$ cat config.mk
export PLATFORM = sky130hd
export DESIGN_NAME = picorv32_pcpi_arb
export DESIGN_NICKNAME = d
export VERILOG_FILES = /design/src/rtl/picorv32_pcpi_arb.sv
export SDC_FILE = /design/constraint.sdc
export NUM_CORES = 1
export LEC_CHECK = 0
export BUFFER_PORTS_ARGS = -buffer_cell sky130_fd_sc_hd__buf_2
export CAP_MARGIN = 20
export CORE_MARGIN = 8
export CORE_UTILIZATION = 40
export CTS_CLUSTER_SIZE = 30
export DETAILED_ROUTE_END_ITERATION = 8
export PLACE_DENSITY_LB_ADDON = 0.05
export SLEW_MARGIN = 20
export SYNTH_ARGS = -nofsm -noshare
export SYNTH_HDL_FRONTEND = slang
export SYNTH_SLANG_ARGS = --single-unit
export TNS_END_PERCENT = 5
$ cat constraint.sdc
create_clock -name clk -period 2.4 [get_ports clk]
set_input_delay 0.48 -clock clk [delete_from_list [all_inputs] [get_ports clk]]
set_output_delay 0.48 -clock clk [all_outputs]
set_load 0.02 [all_outputs]
$ cat src/rtl/picorv32_pcpi_arb.sv
// PCPI arbiter: routes RV32M instructions from the core to a multiplier or a
// divider coprocessor, and rejects anything else with a timeout pulse.
module picorv32_pcpi_arb #(
  parameter int TIMEOUT = 16
) (
  input  logic        clk,
  input  logic        resetn,
  input  logic        pcpi_valid,
  input  logic [31:0] pcpi_insn,
  input  logic [31:0] pcpi_rs1,
  input  logic [31:0] pcpi_rs2,
  output logic        pcpi_wr,
  output logic [31:0] pcpi_rd,
  output logic        pcpi_wait,
  output logic        pcpi_ready,
  output logic        pcpi_timeout,
  output logic [31:0] cp_insn,
  output logic [31:0] cp_rs1,
  output logic [31:0] cp_rs2,
  output logic        mul_valid,
  output logic        div_valid,
  input  logic        mul_wr,
  input  logic        mul_wait,
  input  logic        mul_ready,
  input  logic [31:0] mul_rd,
  input  logic        div_wr,
  input  logic        div_wait,
  input  logic        div_ready,
  input  logic [31:0] div_rd
);
  localparam int CW = $clog2(TIMEOUT) + 1;
  localparam logic [CW-1:0] CNT_LAST = CW'(TIMEOUT - 1);

  typedef enum logic [1:0] {IDLE, ISSUE, REJECT, DONE} state_e;

  state_e      state_q, state_d;
  logic        tgt_q, tgt_d;
  logic        seen_wait_q, seen_wait_d;
  logic [CW-1:0] cnt_q, cnt_d;
  logic [31:0] insn_q, insn_d, rs1_q, rs1_d, rs2_q, rs2_d;
  logic        ready_q, ready_d, timeout_q, timeout_d, wr_q, wr_d, wait_q, wait_d;
  logic [31:0] rd_q, rd_d;

  logic        is_m;
  logic        sel_wait, sel_ready, sel_wr;
  logic [31:0] sel_rd;

  assign is_m      = (pcpi_insn[6:0] == 7'b0110011) && (pcpi_insn[31:25] == 7'b0000001);
  assign sel_wait  = tgt_q ? div_wait  : mul_wait;
  assign sel_ready = tgt_q ? div_ready : mul_ready;
  assign sel_wr    = tgt_q ? div_wr    : mul_wr;
  assign sel_rd    = tgt_q ? div_rd    : mul_rd;

  always_ff @(posedge clk or negedge resetn) begin
    if (!resetn) begin
      state_q     <= IDLE;
      tgt_q       <= 1'b0;
      seen_wait_q <= 1'b0;
      cnt_q       <= '0;
      insn_q      <= '0;
      rs1_q       <= '0;
      rs2_q       <= '0;
      ready_q     <= 1'b0;
      timeout_q   <= 1'b0;
      wr_q        <= 1'b0;
      wait_q      <= 1'b0;
      rd_q        <= '0;
    end else begin
      state_q     <= state_d;
      tgt_q       <= tgt_d;
      seen_wait_q <= seen_wait_d;
      cnt_q       <= cnt_d;
      insn_q      <= insn_d;
      rs1_q       <= rs1_d;
      rs2_q       <= rs2_d;
      ready_q     <= ready_d;
      timeout_q   <= timeout_d;
      wr_q        <= wr_d;
      wait_q      <= wait_d;
      rd_q        <= rd_d;
    end
  end

  always_comb begin
    state_d     = state_q;
    tgt_d       = tgt_q;
    seen_wait_d = seen_wait_q;
    cnt_d       = cnt_q;
    insn_d      = insn_q;
    rs1_d       = rs1_q;
    rs2_d       = rs2_q;
    ready_d     = 1'b0;
    timeout_d   = 1'b0;
    wr_d        = 1'b0;
    wait_d      = 1'b0;
    rd_d        = rd_q;
    case (state_q)
      IDLE: begin
        if (pcpi_valid) begin
          insn_d      = pcpi_insn;
          rs1_d       = pcpi_rs1;
          rs2_d       = pcpi_rs2;
          tgt_d       = pcpi_insn[14];
          cnt_d       = '0;
          seen_wait_d = 1'b0;
          state_d     = is_m ? ISSUE : REJECT;
        end
      end
      ISSUE: begin
        // Abort wins over a coincident ready; once wait is seen the clock stops.
        if (!pcpi_valid) begin
          state_d = IDLE;
        end else if (sel_ready) begin
          state_d = DONE;
          ready_d = 1'b1;
          wr_d    = sel_wr;
          rd_d    = sel_rd;
        end else if (sel_wait) begin
          seen_wait_d = 1'b1;
        end else if (!seen_wait_q) begin
          if (cnt_q == CNT_LAST) begin
            timeout_d = 1'b1;
            state_d   = DONE;
          end else if (!(&cnt_q)) begin
            cnt_d = cnt_q + CW'(1);
          end
        end
        wait_d = (state_d == ISSUE) && sel_wait;
      end
      REJECT: begin
        if (!pcpi_valid) begin
          state_d = IDLE;
        end else if (cnt_q == CNT_LAST) begin
          timeout_d = 1'b1;
          state_d   = DONE;
        end else if (!(&cnt_q)) begin
          cnt_d = cnt_q + CW'(1);
        end
      end
      DONE: begin
        if (!pcpi_valid) state_d = IDLE;
      end
      default: state_d = IDLE;
    endcase
  end

  always_comb begin
    mul_valid    = (state_q == ISSUE) && !tgt_q;
    div_valid    = (state_q == ISSUE) && tgt_q;
    cp_insn      = insn_q;
    cp_rs1       = rs1_q;
    cp_rs2       = rs2_q;
    pcpi_ready   = ready_q;
    pcpi_timeout = timeout_q;
    pcpi_wr      = wr_q;
    pcpi_rd      = rd_q;
    pcpi_wait    = wait_q;
  end
endmodule

==> results by group <==
Critical path
  – Critical path cell sequence: ha_1 -> and3_1 -> ha_1 -> o21ai_0 -> nand2_1 -> o41a_1 -> a41o_1
  – Startpoint-to-endpoint class of the critical path: flip-flop to flip-flop
  – Maximum fanout count along the critical path: 6
  – CP Data Required Time: roughly 2700 ps
  – Type of element launching the critical path: flip-flop
  – Slowest library cell on the worst path: o41a_1
  – Cell occurring most often along the worst timing path: ha_1
  – Endpoint arrival time on the critical path: between 2000 and 2500 ps
  – Critical Path Sink Type: flip-flop
  – Worst path max stage delay: roughly 420 ps

Synth
  – Synth Net Count: around 610
  – Synth area leader: dfrtp_1
  – Main flop type after synthesis: dfrtp_1
  – Cell with the most instances after synthesis: dfrtp_1
  – Number of cells produced by synthesis: 429
  – Count of flip-flops with a built-in enable after synthesis: 0
  – Synth top area share: between 50% and 60%
  – Leading cell types by total area after synthesis: dfrtp_1, mux2_2, mux2i_1
  – Async SR Flop Fraction: 100%
  – Number of distinct library cells after synthesis: 39
  – Combined area of all synthesized cells: just under 0.006 mm^2
  – Flops & latches, synth: 140
  – Seq/Total Area, Yosys: about three fifths
  – Synth Warn #: 0
  – Avg Cell Area, Syn: approximately 14 um^2
  – List of most frequent post-synthesis cells: dfrtp_1, mux2_2, mux2i_1

Power
  – Static leakage: between 4 and 5 nW
  – Proportion of power drawn by flip-flops and latches: 34.7%
  – Largest voltage drop on the vdd net: around 0.71 mV
  – Portion of total power attributed to the clock network: about a fifth
  – P per Cell Area: 1460 mW/mm^2
  – Switching power as a share of total power: ~39%
  – Internal power: roughly 0.0072 W
  – Sw power: approximately 0.0047 W
  – Share of total power in combinational logic: a little under half
  – Overall power: approximately 0.012 W

STA
  – Slew Limit Fails: 0
  – Final worst path period need: 2140 ps
  – Endpoints failing hold: 0
  – Slew at the pin with the worst max-slew slack: around 630 ps
  – Highest Clock Rate: roughly 0.47 GHz
  – Worst relative slew slack: between 50% and 60%
  – Final Skew: between 6 and 7 ps
  – Share of the cycle needed by the critical path after routing: about nine tenths
  – Setup repair after global routing missed its margin: no
  – Setup_tns: 0 ps
  – Number of endpoints failing setup at the final stage: 0
  – Worst hold slack: about 70 ps

GRT
  – Overall Global Routing Usage: around 18%
  – Initial antenna violation count: 1
  – Number of global-route vias before repair: approximately 4900
  – Grt total ovfl: 0
  – Pin count of the biggest net entering global routing: 67
  – First-pass GRT wire length: 25.6 mm

Die
  – Core Box Area: between 0.01 and 0.015 mm^2
  – Full die area: around 0.019 mm^2
  – Floorplan die width: 138 um
  – Die height: 138 um
  – Floorplan row count: 44
  – Initial core utilization: about two fifths
  – Top-level I/O count: 303

Layout
  – Total inserted antenna cells: 0
  – Share of layout cells above drive strength 1: 59.5%
  – Area growth from synthesis to final layout: 37.9%
  – # nets final: around 910
  – Filler cells: between 1000 and 1500

Route
  – Count of vias placed by the detailed router: roughly 4400
  – Initial drt markers: around 170
  – WL/cell: 18.2 um
  – Via density: 4.79
  – Antenna-violating nets left: 0
  – Detailed-routing iteration count for the pre-antenna-repair pass: 7
  – Detailed-route DRC error count: 0
  – Total wire length after detailed routing: between 15 and 20 mm

CTS
  – Clock Tree Root: clkbuf_16
  – Post-cts repair resize count: 0
  – Number of buffers added to fix hold violations after cts: 0
  – Largest buffer count on any clock path: 2
  – Clock insertion delay at the later pin of the skew report: ~400 ps
  – TritonCTS clock tree: yes
  – H-tree level count: 4
  – Clock-pin slew reported for the worst setup and hold paths after clock tree synthesis: about 60 ps
  – Post-CTS repair timing setup buffer count: 0
  – Sinks on Clock Net: 140
  – CTS buffer count: 17

Placement
  – Count of input and output buffers: about 300
  – Routability congestion estimate: approximately 0.8
  – Detailed placement HPWL: about 13 mm

Status
  – Run status: completed

Run
  – Count of max-cap constraint violations: 0

Min path
  – Class of the most critical hold timing path: input port to asynchronous set/reset pin
-- cells by family after synthesis --
logic type,synth area share [%]
AO/OA/AOI/OAI,5.33
adder cells (fa/ha/maj),1.90
buffers and inverters,3.37
flip-flops,59.0
multiplexers,24.9
AND/OR/NAND/NOR,5.58
-- per-layer routing --
metal | wire length, um | global-route usage (%)
met1 | 6150 | 19.0
met2 | 8550 | 29.8
met3 | 1920 | 8.70
met4 | 253 | 5.67
met5 | 13 | 0
-- metrics by stage --
step / utilization (%) / instances / worst slack, ps / area, um^2
final: 56.4 / 929 / 258 / 8190
after global routing: 56.4 / 929 / 136 / 8190
after CTS: 56.4 / 929 / 256 / 8190
after detailed placement: 52.8 / 900 / 263 / 7670
after global placement: 52.8 / 900 / 317 / 7670
after floorplan: - / 429 / 393 / 5940
-- placed cells by master (no fill, tap or decap), types with 4 or more instances in the layout --
cell,synthesis,routed
clkbuf_16,0,17
o211ai_1,4,4
inv_1,8,8
ha_1,9,9
clkinv_2,0,4
mux2_2,96,96
buf_12,0,6
buf_2,13,301
nor2_1,36,36
mux2i_1,37,37
nor2b_1,4,4
a21oi_1,34,34
dfrtp_1,140,139
nand2_1,6,5
-- final timing paths --
kind                                              from                      end  slack [ps]  depth (start not counted)
min in group clk                          pcpi_rs1[15]   cp_rs1[15]$_DFFE_PN0P_         300                          2
worst min-delay path                            resetn  cp_insn[16]$_DFFE_PN0P_          70                          1
max in group asynchronous                       resetn    cp_rs2[5]$_DFFE_PN0P_        1720                          2
worst max-delay path              cnt_q[0]$_DFFE_PN0P_     cnt_q[2]$_DFFE_PN0P_         260                          7
worst min register to register  cp_rs2[25]$_DFFE_PN0P_   cp_rs2[25]$_DFFE_PN0P_         500                          1
worst max register to register    cnt_q[0]$_DFFE_PN0P_     cnt_q[2]$_DFFE_PN0P_         260                          7
-- critical path: cells and delay by family, from the launching register on --
kind | cells | cell delay [ps]
flops | 1 | 400
simple gates | 2 | 340
compound gates | 3 | 790
fa+ha+maj | 2 | 480
-- power by group through the flow --
| stage | Clock [W] | Sequential, W | Combinational [W] |
|---|---|---|---|
| after floorplan | 0 | 0.00549 | 0.00225 |
| after global placement | 0 | 0.00412 | 0.00547 |
| after detailed placement | 0 | 0.00418 | 0.00557 |
| after CTS | 0.00240 | 0.00416 | 0.00558 |
| after global routing | 0.00253 | 0.00432 | 0.00588 |
| final | 0.00234 | 0.00415 | 0.00545 |
-- area by class of cell --
type | instances | area, um^2 | share of cell area, %
sequential | 140 | 3500 | 42.8
clock inverter | 8 | 72.6 | 0.886
multi-input combinational | 257 | 2250 | 27.4
tap | 184 | 230 | 2.81
timing repair buffer | 311 | 1660 | 20.3
clock buffer | 21 | 450 | 5.50
inverter | 8 | 30.0 | 0.366
-- registers in the layout, indices dropped and copies added (netlist names) --
| name | flops |
|---|---|
| seen_wait_q | 1 |
| pcpi_wait | 1 |
| pcpi_ready | 1 |
| cp_insn | 32 |
| cp_rs1 | 32 |
| pcpi_rd | 32 |
| pcpi_timeout | 1 |
| pcpi_wr | 1 |
| cp_rs2 | 32 |
| state_q | 2 |
| cnt_q | 5 |
Power figures use the tool's default switching activity.
